## src/rtl/lfsr_error_inject.sv

```systemverilog
// Streaming register slice that XORs a mask into selected beats (periodic or one-shot)
// and counts every corrupted beat, so a sink's error count can be cross-checked.
module lfsr_error_inject #(
    parameter int unsigned DataBits   = 32,
    parameter int unsigned PeriodBits = 16,
    parameter int unsigned CountBits  = 32
) (
    input  logic                  clk,
    input  logic                  rst_n,
    input  logic                  cfg_enable,
    input  logic [PeriodBits-1:0] cfg_period,
    input  logic [DataBits-1:0]   cfg_mask,
    input  logic                  cfg_single,
    input  logic                  cfg_clear,
    output logic [CountBits-1:0]  err_count,
    input  logic                  din_valid,
    output logic                  din_ready,
    input  logic [DataBits-1:0]   din_data,
    input  logic                  din_eof,
    output logic                  dout_valid,
    input  logic                  dout_ready,
    output logic [DataBits-1:0]   dout_data,
    output logic                  dout_eof
);

    logic                  accept;
    logic                  periodic_on;
    logic                  periodic_hit;
    logic                  pending_hit;
    logic                  inject;

    logic [PeriodBits-1:0] cnt_q, cnt_d;
    logic                  pending_q, pending_d;
    logic [CountBits-1:0]  err_q, err_d;
    logic                  dout_valid_q, dout_valid_d;
    logic [DataBits-1:0]   dout_data_q, dout_data_d;
    logic                  dout_eof_q, dout_eof_d;

    // Handshake and injection select
    always_comb begin
        din_ready    = !dout_valid_q || dout_ready;
        accept       = din_valid && din_ready;
        periodic_on  = cfg_enable && (cfg_period != '0);
        periodic_hit = accept && periodic_on && (cnt_q == (cfg_period - PeriodBits'(1)));
        pending_hit  = accept && pending_q;
        inject       = periodic_hit || pending_hit;
    end

    // Beat counter: a reduced period is not compared against; cnt runs on and wraps
    always_comb begin
        cnt_d = cnt_q;
        if (!periodic_on) begin
            cnt_d = '0;
        end else if (periodic_hit) begin
            cnt_d = '0;
        end else if (accept) begin
            cnt_d = cnt_q + PeriodBits'(1);
        end
    end

    // A request arriving with an accept applies to the following beat
    always_comb begin
        pending_d = pending_q;
        if (pending_hit) begin
            pending_d = 1'b0;
        end
        if (cfg_single) begin
            pending_d = 1'b1;
        end
    end

    // Saturating injection counter; a clear coinciding with an inject leaves 1
    always_comb begin
        err_d = err_q;
        if (cfg_clear) begin
            err_d = inject ? CountBits'(1) : '0;
        end else if (inject && (err_q != '1)) begin
            err_d = err_q + CountBits'(1);
        end
    end

    // Output register slice
    always_comb begin
        dout_valid_d = dout_valid_q;
        dout_data_d  = dout_data_q;
        dout_eof_d   = dout_eof_q;
        if (accept) begin
            dout_valid_d = 1'b1;
            dout_data_d  = din_data ^ (inject ? cfg_mask : '0);
            dout_eof_d   = din_eof;
        end else if (dout_ready) begin
            dout_valid_d = 1'b0;
        end
    end

    always_ff @(posedge clk or negedge rst_n) begin
        if (!rst_n) begin
            cnt_q        <= '0;
            pending_q    <= 1'b0;
            err_q        <= '0;
            dout_valid_q <= 1'b0;
            dout_data_q  <= '0;
            dout_eof_q   <= 1'b0;
        end else begin
            cnt_q        <= cnt_d;
            pending_q    <= pending_d;
            err_q        <= err_d;
            dout_valid_q <= dout_valid_d;
            dout_data_q  <= dout_data_d;
            dout_eof_q   <= dout_eof_d;
        end
    end

    assign err_count  = err_q;
    assign dout_valid = dout_valid_q;
    assign dout_data  = dout_data_q;
    assign dout_eof   = dout_eof_q;

endmodule

```

## config.mk

```make
export PLATFORM = sky130hd
export DESIGN_NAME = lfsr_error_inject
export DESIGN_NICKNAME = d
export VERILOG_FILES = /design/src/rtl/lfsr_error_inject.sv
export SDC_FILE = /design/constraint.sdc
export NUM_CORES = 1
export LEC_CHECK = 0
export ABC_AREA = 0
export BUFFER_PORTS_ARGS = -buffer_cell sky130_fd_sc_hd__clkbuf_2
export CORE_MARGIN = 2
export CORE_UTILIZATION = 53
export DETAILED_ROUTE_END_ITERATION = 12
export HOLD_SLACK_MARGIN = 0.08
export PLACE_DENSITY = 0.87
export SETUP_SLACK_MARGIN = 0.3
export SLEW_MARGIN = 20
export SYNTH_ARGS = -nofsm -noshare
export SYNTH_HDL_FRONTEND = slang
export SYNTH_SLANG_ARGS = --single-unit
```

## constraint.sdc

```tcl
create_clock -name clk -period 3.1 [get_ports clk]
set_clock_uncertainty 0.05 [all_clocks]
set_input_delay 0.31 -clock clk [delete_from_list [all_inputs] [get_ports clk]]
set_output_delay 0.31 -clock clk [all_outputs]
set_load 0.03 [all_outputs]
```

### Yosys cells after proc, flatten, opt, wreduce, memory -nomap -nowiden

Index checks and enable logic that the tools add are counted.

* bitwise gates (word level): 1
* reduce and logical (&&, ||, !) cells: 13
* equality and inequality tests: 3
* add/subtract/negate cells: 3
* multiplexer cells: 11

Operators with widths (number)
* $mux W32: 3
* $mux W16: 3
* $add A32 B1 Y32 const B: 1
* $ne A32 B32 Y1 const B: 1
* $xor A32 B32 Y32: 1
* $add A16 B1 Y16 const B: 1
* $eq A16 B16 Y1: 1
* $reduce_bool A16 Y1: 1
* $sub A16 B1 Y16 const B: 1
* $logic_and A1 B1 Y1: 6
* $reduce_bool A2 Y1: 3
* $mux W1: 5
* $ne A3 B2 Y1 const B: 1
* $logic_or A1 B1 Y1: 2
* $logic_not A1 Y1: 1

* logic and storage cells: 37
* bits of input ports: 88
* output and inout bits: 67
* register bits: 83

### Depth between registers and ports, before layout

* depth after elaboration: 9
* gate-level depth with buffers: 14
* gate-level depth less buffers: 10

### Worst setup path before layout

Ideal clock, no wire load.

* path kind: reg2reg
* start point: reg err_q[3] (netlist: err_count[3])
* end point: reg err_q[30] (netlist: err_count[30])
* period minus slack after synthesis: 2.893 ns
* data required time: 2.972 ns
* setup slack: 0.207 ns
* library setup time: 0.078 ns
* stages on the path, launching flop included: 9
* data arrival time: 2.765 ns
* buffers on the path: 0
* cell sequence: dfrtp_1 -> nand4_2 -> nor3_4 -> nand4_1 -> or2_1 -> or4_1 -> or2_1 -> or4_1 -> a21oi_1

* longest elaborated chain between the ends: 3
* elaborated cells between the ends (all ways): 6
* classes of those cells: 1 x add/sub; 1 x eq/ne; 2 x mux; 2 x reduce/logical

Ends and longest elaborated chain
* from (decl): RTL line 34 `logic [CountBits-1:0] err_q, err_d;`
* from (signal assigned): RTL line 107 `err_q <= err_d;`
* $add A32 B1 Y32 or $ne A32 B32 Y1 (tied branches): RTL line 78, 77
* $mux W32 or $logic_and A1 B1 Y1 (tied branches): RTL line 77 `end else if (inject && (err_q != '1)) begin`
* $mux W32 or $reduce_bool A2 Y1 (tied branches)

Several ways; a longest one is shown, not always the timed one. The select of a mux whose other input is x is not followed.
A chain may end at the register's enable or synchronous reset.

### Final worst setup path

* start point: reg cnt_q[8]
* end point: reg err_q[13] (netlist: err_count[13])

* longest elaborated chain between the ends: 5

Ends and longest elaborated chain
* from (decl): RTL line 32 `logic [PeriodBits-1:0] cnt_q, cnt_d;`
* from (signal assigned): RTL line 105 `cnt_q <= cnt_d;`
* $eq A16 B16 Y1: RTL line 44 `periodic_hit = accept && periodic_on && (cnt_q == (cfg_period - PeriodBits'(1)));`
* $logic_and A1 B1 Y1: RTL line 44
* $logic_or A1 B1 Y1: RTL line 46 `inject = periodic_hit || pending_hit;`
* $logic_and A1 B1 Y1: RTL line 77
* $reduce_bool A2 Y1 (no line)

No other way between the ends.

==> results.py <==
metrics = {
    "timing": {
        "fmax_mhz": 347,
        "layout_setup_ws_ns": 0.214,
        "tightestPinTransition_ns": 0.788,
        "slew_headroom_pct": 47.5,
        "fin_crit_ns": 2.89,
        "hold_viol": 0,
        "setup-violations-final": 0,
        "min_period_over_period_pct": 93.1,
        "grt_setup_unrepaired": "true",
        "drv_slew": 0,
    },
    "cts": {
        "cts_root_buf": "clkbuf_8",
        "h-tree-depth": 3,
        "clk_path_buf_depth": 2,
        "cts_made_buffers": 9,
        "clock_sinks": 83,
        "tritoncts": "built",
        "clk_pin_slew_ns": 0.09,
        "clk_latency_ns": 0.36,
    },
    "cells_and_area": {
        "antenna-diode-count": 0,
        "layout.nets": 876,
        "drive_above_1_share_pct": 33.1,
        "areaGrowthSynthToFinish_pct": 30.7,
        "final_cell_mix": "clkbuf_2 (153), dfrtp_1 (77), inv_1 (46), o21ai_0 (44), nor2_1 (43)",
        "fillers": 724,
        "final_common_cell": "clkbuf_2",
        "fin_util_pct": 70.7,
    },
    "power": {
        "p_per_area_nw_per_um2": 416,
        "p_leak_uw": 0.00315,
        "ir_drop_mv": 0.283,
    },
    "setup_path": {
        "cp-start-kind": "flop",
        "crit_path_end_kind": "flop",
        "cp_data_arrival_time_ns": 3.10,
        "r2r_end": "err_count[13]",
        "max_stage_delay_ns": 0.50,
        "worstPathCellList": "xnor2_2 -> or4b_1 -> a41oi_2 -> o2111ai_2 -> nor4_4 -> buf_4 -> nor2_4 -> buf_12 -> or4_1 -> a21oi_1",
        "path_class": "flop to flop",
        "r2r_cells": 10,
        "cp_slowest_cell": "or4_1",
        "rrSetupSlack_ns": 0.21,
        "reg2reg_from": "cnt_q[8]",
        "crit_fanout": 10,
        "cp.required_ns": 3.31,
    },
    "worst_hold_path": {
        "hold_depth": 3,
        "hold_path_startpoint": "din_eof",
        "whs_endpoint": "dout_eof",
        "hp-class": "primary input to flop",
    },
    "logic_synthesis": {
        "synthFlopType": "dfrtp_1",
        "syn_inst": 612,
        "yosysWarnings": 0,
        "ys_ff_latch": 83,
        "synth_cell_types": 63,
        "synth-seq-area-share_pct": 39.6,
        "async_flop_share_pct": 100,
        "syn_avg_cell_area_um2": 8.56,
        "synth-edff-count": 0,
        "syn_nets": 704,
        "syn_area_um2": 5240,
    },
    "place": {
        "gp_congestion": 0.901,
        "io_buffers": 154,
        "post-place-ws_ns": -0.0899,
        "place_hpwl_mm": 10.6,
    },
    "route": {
        "drtPass1Iterations": 4,
        "drt_iter0_drc": 356,
        "totalWireLength_mm": 15.5,
        "antenna_left": 0,
        "drt-wirelength-per-cell_um": 16.8,
        "vias_per_cell": 6.01,
        "vias": 5539,
        "drc": 0,
    },
    "grt": {
        "grt_antenna_before_repair": 0,
        "grt_start_max_net_pins": 84,
        "grt_first_pass_wirelength_mm": 24.1,
        "grt.total_usage_pct": 28.4,
        "grt_pass1_vias": 5249,
        "grt-ovfl-total": 0,
    },
    "flow_run": {
        "cap_violations": 0,
    },
    "outcome": {
        "status": "completed",
    },
    "die": {
        "io_pins": 155,
        "rows": 36,
        "core_um2": 9680,
        "dieArea_um2": 10700,
        "chipWidth_um": 103,
        "chipHeight_um": 103,
        "start_util_pct": 54.1,
    },
}
-- what timing repair did --
| action | CTS | global route |
|---|---|---|
| gates cloned | 3 | 0 |
| gates resized for setup | 17 | 18 |
| setup buffers | 8 | 6 |
| endpoints found under the hold margin | 0 | 83 |
| hold buffers | 0 | 1 |
| pin swaps | 13 | 13 |
| setup endpoints to repair | 62 | 67 |
-- how the worst max path moves through the flow --
stage,from,cells after the start,slack [ns],to
3_5_place_dp,cfg_period[2],11,-0.09,err_count[7]
3_3_place_gp,cfg_period[2],11,-0.03,err_count[20]
6_report,cnt_q[8],10,0.21,err_count[13]
4_1_cts,cnt_q[8],9,0.28,err_count[12]
5_1_grt,cnt_q[8],10,0.14,err_count[13]
2_1_floorplan,err_count[12],8,0.33,err_count[30]
-- synthesized netlist by cell type (7+ instances only) --
library cell | count | area [um^2]
a21o_1 | 10 | 75.1
a21oi_1 | 30 | 150
a31oi_1 | 33 | 206
and3_1 | 16 | 100
buf_2 | 7 | 35.0
buf_6 | 7 | 78.8
clkbuf_1 | 25 | 93.8
dfrtp_1 | 83 | 2080
inv_1 | 46 | 173
nand2_1 | 29 | 109
nand2b_1 | 8 | 50.1
nand3_1 | 17 | 85.1
nand4_1 | 12 | 75.1
nor2_1 | 43 | 161
nor3b_1 | 9 | 67.6
o21ai_0 | 44 | 220
o21ai_1 | 7 | 35.0
o31ai_1 | 26 | 195
or3_1 | 38 | 238
or4_1 | 26 | 195
xnor2_1 | 19 | 166
-- registers in the layout, summed over array words and instances (netlist names) --
name and count:
dout_eof 1, pending_q 1, dout_data 32, cnt_q 16, dout_valid 1, err_count 32
-- worst max-delay path: cells and delay by family (launching register included) --
kind,cells,cell delay (ns)
AND/OR/NAND/NOR,4,1.31
flip-flops,1,0.44
buffers and inverters,2,0.35
AO/OA/AOI/OAI,3,0.51
XOR/XNOR,1,0.16
-- per-stage QoR --
step | area, um^2 | hold WS [ns] | power (uW) | instances | TNS (ns)
floorplan | 5250 | -0.0356 | 1610 | 612 | 0
global placement | 6250 | 0.414 | 1830 | 888 | -0.338
detailed placement | 6250 | 0.446 | 1860 | 888 | -0.920
CTS | 6710 | 0.0989 | 2830 | 915 | 0
global route | 6850 | 0.100 | 2960 | 922 | 0
finish | 6850 | 0.108 | 2850 | 922 | 0
-- power breakdown --
part | switching, uW | leakage (uW) | internal [uW]
Sequential | 49.7 | 0.00105 | 1160
Combinational | 430 | 0.00197 | 246
Clock | 407 | 0.000123 | 556
Total | 887 | 0.00315 | 1960
-- per-layer routing --
layer  wire length [um]  vias to the layer above  track usage [%]
li1                   -                     2600                -
met1               6230                     2646             35.9
met2               7690                      253             46.8
met3               1150                       40             7.26
met4                424                        0             11.3
met5                  0                        -                0
-- cells by family after synthesis --
group / count (synthesis) / synth area share (%)
buf+inv: 86 / 7.33
flops: 83 / 39.6
xor+xnor: 20 / 3.34
fa+ha+maj: 4 / 0.955
simple gates: 243 / 27.4
compound gates: 173 / 20.8
mux: 3 / 0.597
-- final cells by class --
cell class	count	area [um^2]	share of cell area [%]
Multi-Input combinational cell	444	2930	42.8
Clock buffer	11	141	2.06
Timing Repair Buffer	200	1250	18.3
Tap cell	133	166	2.43
Inverter	46	173	2.52
Clock inverter	5	100	1.46
Sequential cell	83	2080	30.4
No activity file was read; power rests on OpenSTA's default activity.
